## config.mk

```make
export PLATFORM = sky130hd
export DESIGN_NAME = bram_scan_sequencer
export DESIGN_NICKNAME = d
export VERILOG_FILES = /design/src/rtl/bram_scan_sequencer.sv
export SDC_FILE = /design/constraint.sdc
export NUM_CORES = 1
export LEC_CHECK = 0
export CAP_MARGIN = 20
export CELL_PAD_IN_SITES_DETAIL_PLACEMENT = 1
export CELL_PAD_IN_SITES_GLOBAL_PLACEMENT = 2
export CORE_UTILIZATION = 28
export DETAILED_ROUTE_END_ITERATION = 16
export PLACE_DENSITY = 0.85
export SLEW_MARGIN = 20
export SYNTH_ARGS = -nofsm -noshare
export SYNTH_HDL_FRONTEND = slang
export SYNTH_SLANG_ARGS = --single-unit
export TNS_END_PERCENT = 10
```

## constraint.sdc

```tcl
create_clock -name clk -period 3.56 [get_ports clk]
set_input_delay 0.534 -clock clk [delete_from_list [all_inputs] [get_ports clk]]
set_output_delay 0.534 -clock clk [all_outputs]
set_load 0.1 [all_outputs]
```

## src/rtl/bram_scan_sequencer.sv

```systemverilog
// bram_scan_sequencer
//   Walks a two-level (inner i, outer j) index space and issues one request
//   per (i, j) pair over a valid/ready handshake. For each request it
//   presents the BRAM number {j[low bits], i}, the row j[high bits], and the
//   raw i and j indices. It raises req_last on the final request and pulses
//   done for one cycle once the scan completes.
//
// Ports
//   clk        in   clock, rising edge
//   rst_n      in   synchronous active-low reset
//   start      in   scan request, sampled only while idle
//   j_count    in   number of outer iterations, latched on an accepted start
//   req_valid  out  request valid
//   req_ready  in   downstream accept
//   req_bram   out  BRAM number {j[LO_W-1:0], i}
//   req_row    out  row within the BRAM, j[J_SIZE-1:LO_W]
//   req_i      out  current inner index
//   req_j      out  current outer index
//   req_last   out  final request of the scan
//   busy       out  sequencer not idle
//   done       out  one-cycle end-of-scan pulse
module bram_scan_sequencer #(
  parameter int unsigned BRAM_COUNT       = 32,
  parameter int unsigned BRAM_NUMBER_SIZE = 5,
  parameter int unsigned I_SIZE           = 3,
  parameter int unsigned J_SIZE           = 6,
  localparam int unsigned LO_W            = BRAM_NUMBER_SIZE - I_SIZE,
  localparam int unsigned ROW_W           = J_SIZE - LO_W
) (
  input  logic                        clk,
  input  logic                        rst_n,
  input  logic                        start,
  input  logic [J_SIZE-1:0]           j_count,
  output logic                        req_valid,
  input  logic                        req_ready,
  output logic [BRAM_NUMBER_SIZE-1:0] req_bram,
  output logic [ROW_W-1:0]            req_row,
  output logic [I_SIZE-1:0]           req_i,
  output logic [J_SIZE-1:0]           req_j,
  output logic                        req_last,
  output logic                        busy,
  output logic                        done
);

  // Elaboration-time parameter sanity checks.
  if (BRAM_COUNT > (1 << BRAM_NUMBER_SIZE)) begin : g_bram_count_chk
    $error("BRAM_COUNT does not fit in BRAM_NUMBER_SIZE bits");
  end
  if (J_SIZE <= LO_W) begin : g_j_size_chk
    $error("J_SIZE must exceed BRAM_NUMBER_SIZE-I_SIZE");
  end

  typedef enum logic [1:0] {
    S_IDLE,
    S_ISSUE,
    S_FINISH
  } state_e;

  state_e              state_q, state_d;
  logic [I_SIZE-1:0]   i_q, i_d;
  logic [J_SIZE-1:0]   j_q, j_d;
  logic [J_SIZE-1:0]   cnt_q, cnt_d;
  logic                i_wrap;
  logic                last;

  always_ff @(posedge clk) begin
    if (!rst_n) begin
      state_q <= S_IDLE;
      i_q     <= '0;
      j_q     <= '0;
      cnt_q   <= '0;
    end else begin
      state_q <= state_d;
      i_q     <= i_d;
      j_q     <= j_d;
      cnt_q   <= cnt_d;
    end
  end

  always_comb begin
    state_d = state_q;
    i_d     = i_q;
    j_d     = j_q;
    cnt_d   = cnt_q;

    i_wrap  = (i_q == '1);
    // Gated with ISSUE so a zero latched count can never alias to "last".
    last    = (state_q == S_ISSUE) && i_wrap && (j_q == cnt_q - 1'b1);

    unique case (state_q)
      S_IDLE: begin
        if (start) begin
          cnt_d   = j_count;
          i_d     = '0;
          j_d     = '0;
          state_d = (j_count == '0) ? S_FINISH : S_ISSUE;
        end
      end
      S_ISSUE: begin
        if (req_ready) begin
          if (last) begin
            // Indices hold on the final handshake so j never passes count-1.
            state_d = S_FINISH;
          end else begin
            i_d = i_q + 1'b1;
            if (i_wrap) begin
              j_d = j_q + 1'b1;
            end
          end
        end
      end
      S_FINISH: begin
        state_d = S_IDLE;
      end
      default: begin
        state_d = S_IDLE;
      end
    endcase
  end

  assign req_valid = (state_q == S_ISSUE);
  assign req_bram  = {j_q[LO_W-1:0], i_q};
  assign req_row   = j_q[J_SIZE-1:LO_W];
  assign req_i     = i_q;
  assign req_j     = j_q;
  assign req_last  = last;
  assign busy      = (state_q != S_IDLE);
  assign done      = (state_q == S_FINISH);

endmodule

```

Yosys cells after proc, flatten, opt, wreduce, memory -nomap -nowiden
Index checks and enable logic that the tools add are counted.

word-level totals
  register bits after elaboration = 17
  input port bits = 10
  output and inout bits = 22
  word-level logic and storage cells = 40

operators by class
  add/sub/neg operators = 3
  eq/ne operators = 9
  muxes and demuxes = 14
  reduce and logical (&&, ||, !) cells = 10

operators with widths
  operator               number
  $mux W6                4
  $pmux W6 S2            1
  $mux W3                3
  $mux W2                4
  $add A6 B1 Y6 const B  1
  $eq A6 B6 Y1           1
  $logic_not A6 Y1       1
  $ne A2 B1 Y1 const B   3
  $pmux W3 S2            1
  $sub A6 B1 Y6 const B  1
  $reduce_and A5 Y1      1
  $ne A2 B2 Y1 const B   2
  $pmux W2 S2            1
  $reduce_and A4 Y1      1
  $reduce_bool A2 Y1     2
  $add A3 B1 Y3 const B  1
  $eq A3 B3 Y1 const B   1
  $reduce_and A3 Y1      1
  $eq A2 B1 Y1 const B   1
  $eq A2 B2 Y1 const B   1
  $logic_and A1 B1 Y1    2
  $logic_not A2 Y1       1
  $reduce_and A2 Y1      1

Logic depth before layout (Yosys ltp)
  word-level depth = 6
  gate-level depth with buffers = 7
  depth with buffers taken out = 7

Least setup slack after synthesis
OpenSTA, ideal clock, no wires.

  path kind = reg-to-output
  start point = reg state_q[0]
  end point = out req_last
  arrival time = 3035 ps
  data required time = 3026 ps
  path slack = -9 ps
  cell stages (with the launch flop) = 6
  buffers on the path = 1
  path through = dfxtp_1 -> nor2b_1 -> clkbuf_1 -> nand3_1 -> a2111oi_4 -> and2_1

between the ends
  cells in the longest elaborated chain, start to end = 3

ends and longest elaborated chain
  what                               RTL line  RTL
  start, declared                    59        state_e state_q, state_d;
  start signal, assigned             73        state_q <= state_d;
  $eq A2 B1 Y1                       -
  net req_valid                      34        output logic req_valid,
  $logic_and A1 B1 Y1 (2 in series)  88        last = (state_q == S_ISSUE) && i_wrap && (j_q == cnt_q - 1'b1);
  end, declared                      40        output logic req_last,

The timed path passes the listed nets, and every way through them passes these cells.

Worst setup path in the final report
  start point = reg cnt_q[0]
  end point = out req_last

between the ends
  cells in the longest elaborated chain, start to end = 3

ends and longest elaborated chain
  what                    RTL line  RTL
  start, declared         62        logic [J_SIZE-1:0] cnt_q, cnt_d;
  start signal, assigned  76        cnt_q <= cnt_d;
  $sub A6 B1 Y6           88
  $eq A6 B6 Y1            88
  $logic_and A1 B1 Y1     88

No other way between the ends.

==> summary by stage <==
Yosys
Summing the areas of all and, or, nand and nor instances in the mapped netlist gives 22.9% of the synthesized area. After Yosys synthesis, XOR and XNOR cells account for 5.75% of the synthesized area. The number of library cell types mapped by synthesis is 32. The portion of synthesized cell area occupied by the leading cell type is 31.9%. The number of nets in the synthesized netlist is 141. The mapped netlist covers 0.00107 mm^2.

The share of the Yosys chip area taken by registers is 31.9%. The synthesized design spends more area on one cell type than any other, namely dfxtp_1. The number of synthesized flops with an enable pin is 0. In the post-synthesis netlist, the biggest area contributors are dfxtp_1 32%, mux2i_1 13%, buf_4 6.3%. Of all flip-flops after synthesis, the portion carrying an async set or reset was 0%. The post-synthesis compound-gate area fraction is 12.1%. Counting every instance in the synthesized netlist gives 127. The adder and majority gate portion of the synthesized area is 4.69%. The dominant register cell in the synthesized netlist is dfxtp_1.

The register bit total from synthesis is 17. In the synthesized netlist, mux cells make up 13.1% of the area. For this run, the number of Yosys warnings is 0. The synthesized area per cell is 8.39 um^2. After synthesis, the largest family of logic cells by area is simple AND/OR/NAND/NOR gates.

Layout
The area growth from synthesis to layout is 32.3%. The antenna diode count is 0. For this run, the post-layout net count is 164.

After routing the design area is 0.00141 mm^2. In the layout the commonest cells are 29 x clkdlybuf4s50_1, 17 x dfxtp_1, 14 x nor2_1, 14 x mux2i_1, 12 x nand2_1. The library cell used most frequently in the layout, excluding fill and tap cells, is clkdlybuf4s50_1. For this run, the number of standard cells in the final layout without fillers is 197. At the end of the flow the core is filled with cells to 38.5%. The fraction of final layout cells sized beyond drive strength 1 is 5.37%.

STA
Setup violations remaining at the end of the flow were counted as 0. Timing would allow up to 323 MHz. The number of max-slew violations in the final report is 0. Setup total negative slack on the finished layout was measured at 0 ns. The worst slew margin relative to its limit is 33.8%.

Setup repair after global routing left no endpoint under its margin. The transition at the pin with the smallest max-transition slack is 0.989 ns. The clock period could shrink to 3.09 ns. The count of endpoints failing hold in the final timing report came to 0. Across all setup checks in the final design, the least slack found is 0.468 ns. The maximum clock skew at final layout is 0.00896 ns. In the finished design, the share of the clock period the worst path needs comes to 86.9%.

Worst setup path
The end of the worst register-to-register path is state_q[0]. The critical path data arrival time is 2.56 ns. STA classifies the critical path startpoint as a register.

Walking the worst path, the cells encountered are or4_1 -> or3_1 -> a2111oi_4 -> and2_1 -> buf_12. In this run the worst setup path begins at cnt_q[0]. The buffering stage count on the worst path with inverters included is 1. The register-to-register path setup slack is 1.19 ns. Following the worst setup path forward leads to its endpoint at req_last.

The critical path crosses 5 cells after its start point. The required time of the critical path is 3.03 ns. The largest stage delay on the critical path is 0.55 ns. The worst setup path is of the register to output pin kind.

The worst reg2reg path startpoint is cnt_q[0]. The number of cell instances on the worst register-to-register path is 5. The largest delay contributor family on the critical path is simple AND/OR/NAND/NOR gates. The kind of end point of the critical path is an output pin. Along the worst path, the maximum fanout reaches 7.

The slowest library cell on the worst path is or4_1.

Floorplan
Measured along the y axis, the die boundary spans 63.7 um. In this run the horizontal extent of the chip is 63.7 um. The number of rows created at floorplan is 22. After floorplanning, the core was sized to cover 0.00366 mm^2.

The I/O pin count is 32. The effective utilization at floorplan is 29.1%. The area of the die is 0.00406 mm^2.

GRT
For met2 alone, demand over resource in global routing was 28.2%. The via count of the first global-routing pass is 998. The number of antenna violations at the first check in global routing is 0. The met3 demand-to-capacity share in global routing is 1.99%. Global routing consumed, on the met1 layer, 18.0% of the routing resources. In the global route stage, overall resource usage came out at 15.6%.

Summed over all layers, the global routing overflow is 0. The wire length of the first global-routing pass is 4950 um. Entering global routing, the biggest net connects 14 pins.

The global routing stage identified its most utilized layer as met2.

Run status
The flow ran to the end, and the final reports show no timing, DRC or antenna violations.

Place
In this run the cell area measured after placement is 0.00137 mm^2. Routability-driven placement finished with a final weighted congestion of 0.816. Summed over all nets, the half-perimeter wirelength after detailed placement is 2170 um. The worst setup timing slack at the placement stage is 0.745 ns. Including well taps, the total number of placed cells is 193.

The count of buffers inserted at the top-level ports is 31.

Power and ir drop
Power spread over the standard cell area amounts to 323 mW/mm^2. The analysis attributes to cell leakage a power of 0.542 nW. The peak supply drop is 0.150 mV.

CTS
The clock transition time at the flip-flop clock pins of the worst setup and hold paths is 0.07 ns. The number of clock buffers added by TritonCTS is 3. Counting along the longest clock path gives a buffer depth of 2. Buffers added to address setup during post-CTS repair amount to 0. CTS saw 17 sinks.

The later pin in the worst-skew pair is clocked with a latency of 0.26 ns. The TritonCTS clock tree is built. The clock tree root driver cell is clkbuf_8. In this run the number of H-tree levels came out at 1. The number of gates given a new drive strength after cts is 0.

For this design, the CTS-stage hold fixing added 0 buffers.

Routing
The antenna violation net count after detailed routing is 0. The detailed-route DRC error count is 0. The DRC violation total after the first TritonRoute iteration is 6.

In the final routed layout, each cell accounts on average for 14.7 um. The iteration count of the initial detailed-routing pass is 4. The detailed-route vias per instance is 4.89. The routed design has 2890 um of wire. For this block, the via count after detailed routing is 964.

Run
Across the run, the number of max-cap violations was 0.

Worst hold path
The worst hold path belongs to the class register to register.
## final cells by class
| cell class | count | area, um^2 |
|---|---|---|
| fill | 445 | 2250 |
| multi-input combinational | 92 | 624 |
| sequential | 17 | 340 |
| timing repair buffer | 32 | 325 |
| tap | 48 | 60.1 |
| clock buffer | 4 | 45.0 |
| inverter | 4 | 15.0 |
## per-stage QoR
stage / power (mW) / hold WS (ns)
3_5_place_dp: 0.310 / 0.492
3_3_place_gp: 0.306 / 0.478
4_1_cts: 0.460 / 0.506
5_1_grt: 0.476 / 0.540
6_report: 0.456 / 0.501
2_1_floorplan: 0.280 / 0.471
## metal layers
layer,vias up,share of wire [%]
met1,459,45
li1,478,-
met4,0,1.7
met5,-,0
met2,21,50
met3,6,2.9
## logic make-up (layout without fill, tap and decap cells)
| family | count (synthesis) | after routing |
|---|---|---|
| xor gates and xnor gates | 7 | 7 |
| buffers and inverters | 18 | 40 |
| AOI/OAI and AO/OA | 17 | 17 |
| DFF | 17 | 17 |
| adders and majority gates | 4 | 4 |
| and+or+nand+nor | 50 | 50 |
| muxes | 14 | 14 |
## flip-flops by register name, summed over array words and instances (netlist names)
signal and count:
cnt_q 6, req_i 3, req_j 6, state_q 2
## how the worst min path moves through the flow
stage | startpoint | to | slack (ns) | cells after the start
floorplan | state_q[1] | state_q[0] | 0.47 | 1
global placement | req_i[1] | req_i[1] | 0.48 | 2
detailed placement | req_i[1] | req_i[1] | 0.49 | 2
CTS | req_i[1] | req_i[1] | 0.51 | 2
global route | req_i[1] | req_i[1] | 0.54 | 2
finish | req_i[1] | req_i[1] | 0.50 | 2
## worst reg2reg max path: stages, from the launching register on
cell	delay, ns
dfxtp_1	0.34
or4_1	0.55
or3_1	0.38
a2111oi_4	0.54
and2_1	0.30
a2111oi_0	0.13
## synthesized netlist by cell type, types with 2 or more instances
| library cell | n |
|---|---|
| a2111oi_0 | 2 |
| a21oi_1 | 7 |
| and2_1 | 2 |
| buf_4 | 9 |
| clkbuf_1 | 4 |
| dfxtp_1 | 17 |
| ha_1 | 4 |
| inv_1 | 4 |
| mux2i_1 | 14 |
| nand2_1 | 12 |
| nand3_1 | 5 |
| nand3b_1 | 2 |
| nand4_1 | 3 |
| nor2_1 | 14 |
| nor2b_1 | 2 |
| or3_1 | 5 |
| xnor2_1 | 5 |
| xor2_1 | 2 |
## where the power goes
| part | leakage [nW] | internal [mW] | total (mW) | switching [mW] |
|---|---|---|---|---|
| Combinational | 0.381 | 0.0369 | 0.102 | 0.0655 |
| Clock | 0.0228 | 0.0795 | 0.150 | 0.0703 |
| Sequential | 0.138 | 0.196 | 0.203 | 0.00743 |
| Total | 0.542 | 0.312 | 0.456 | 0.143 |
(Power assumes the default switching activity.)
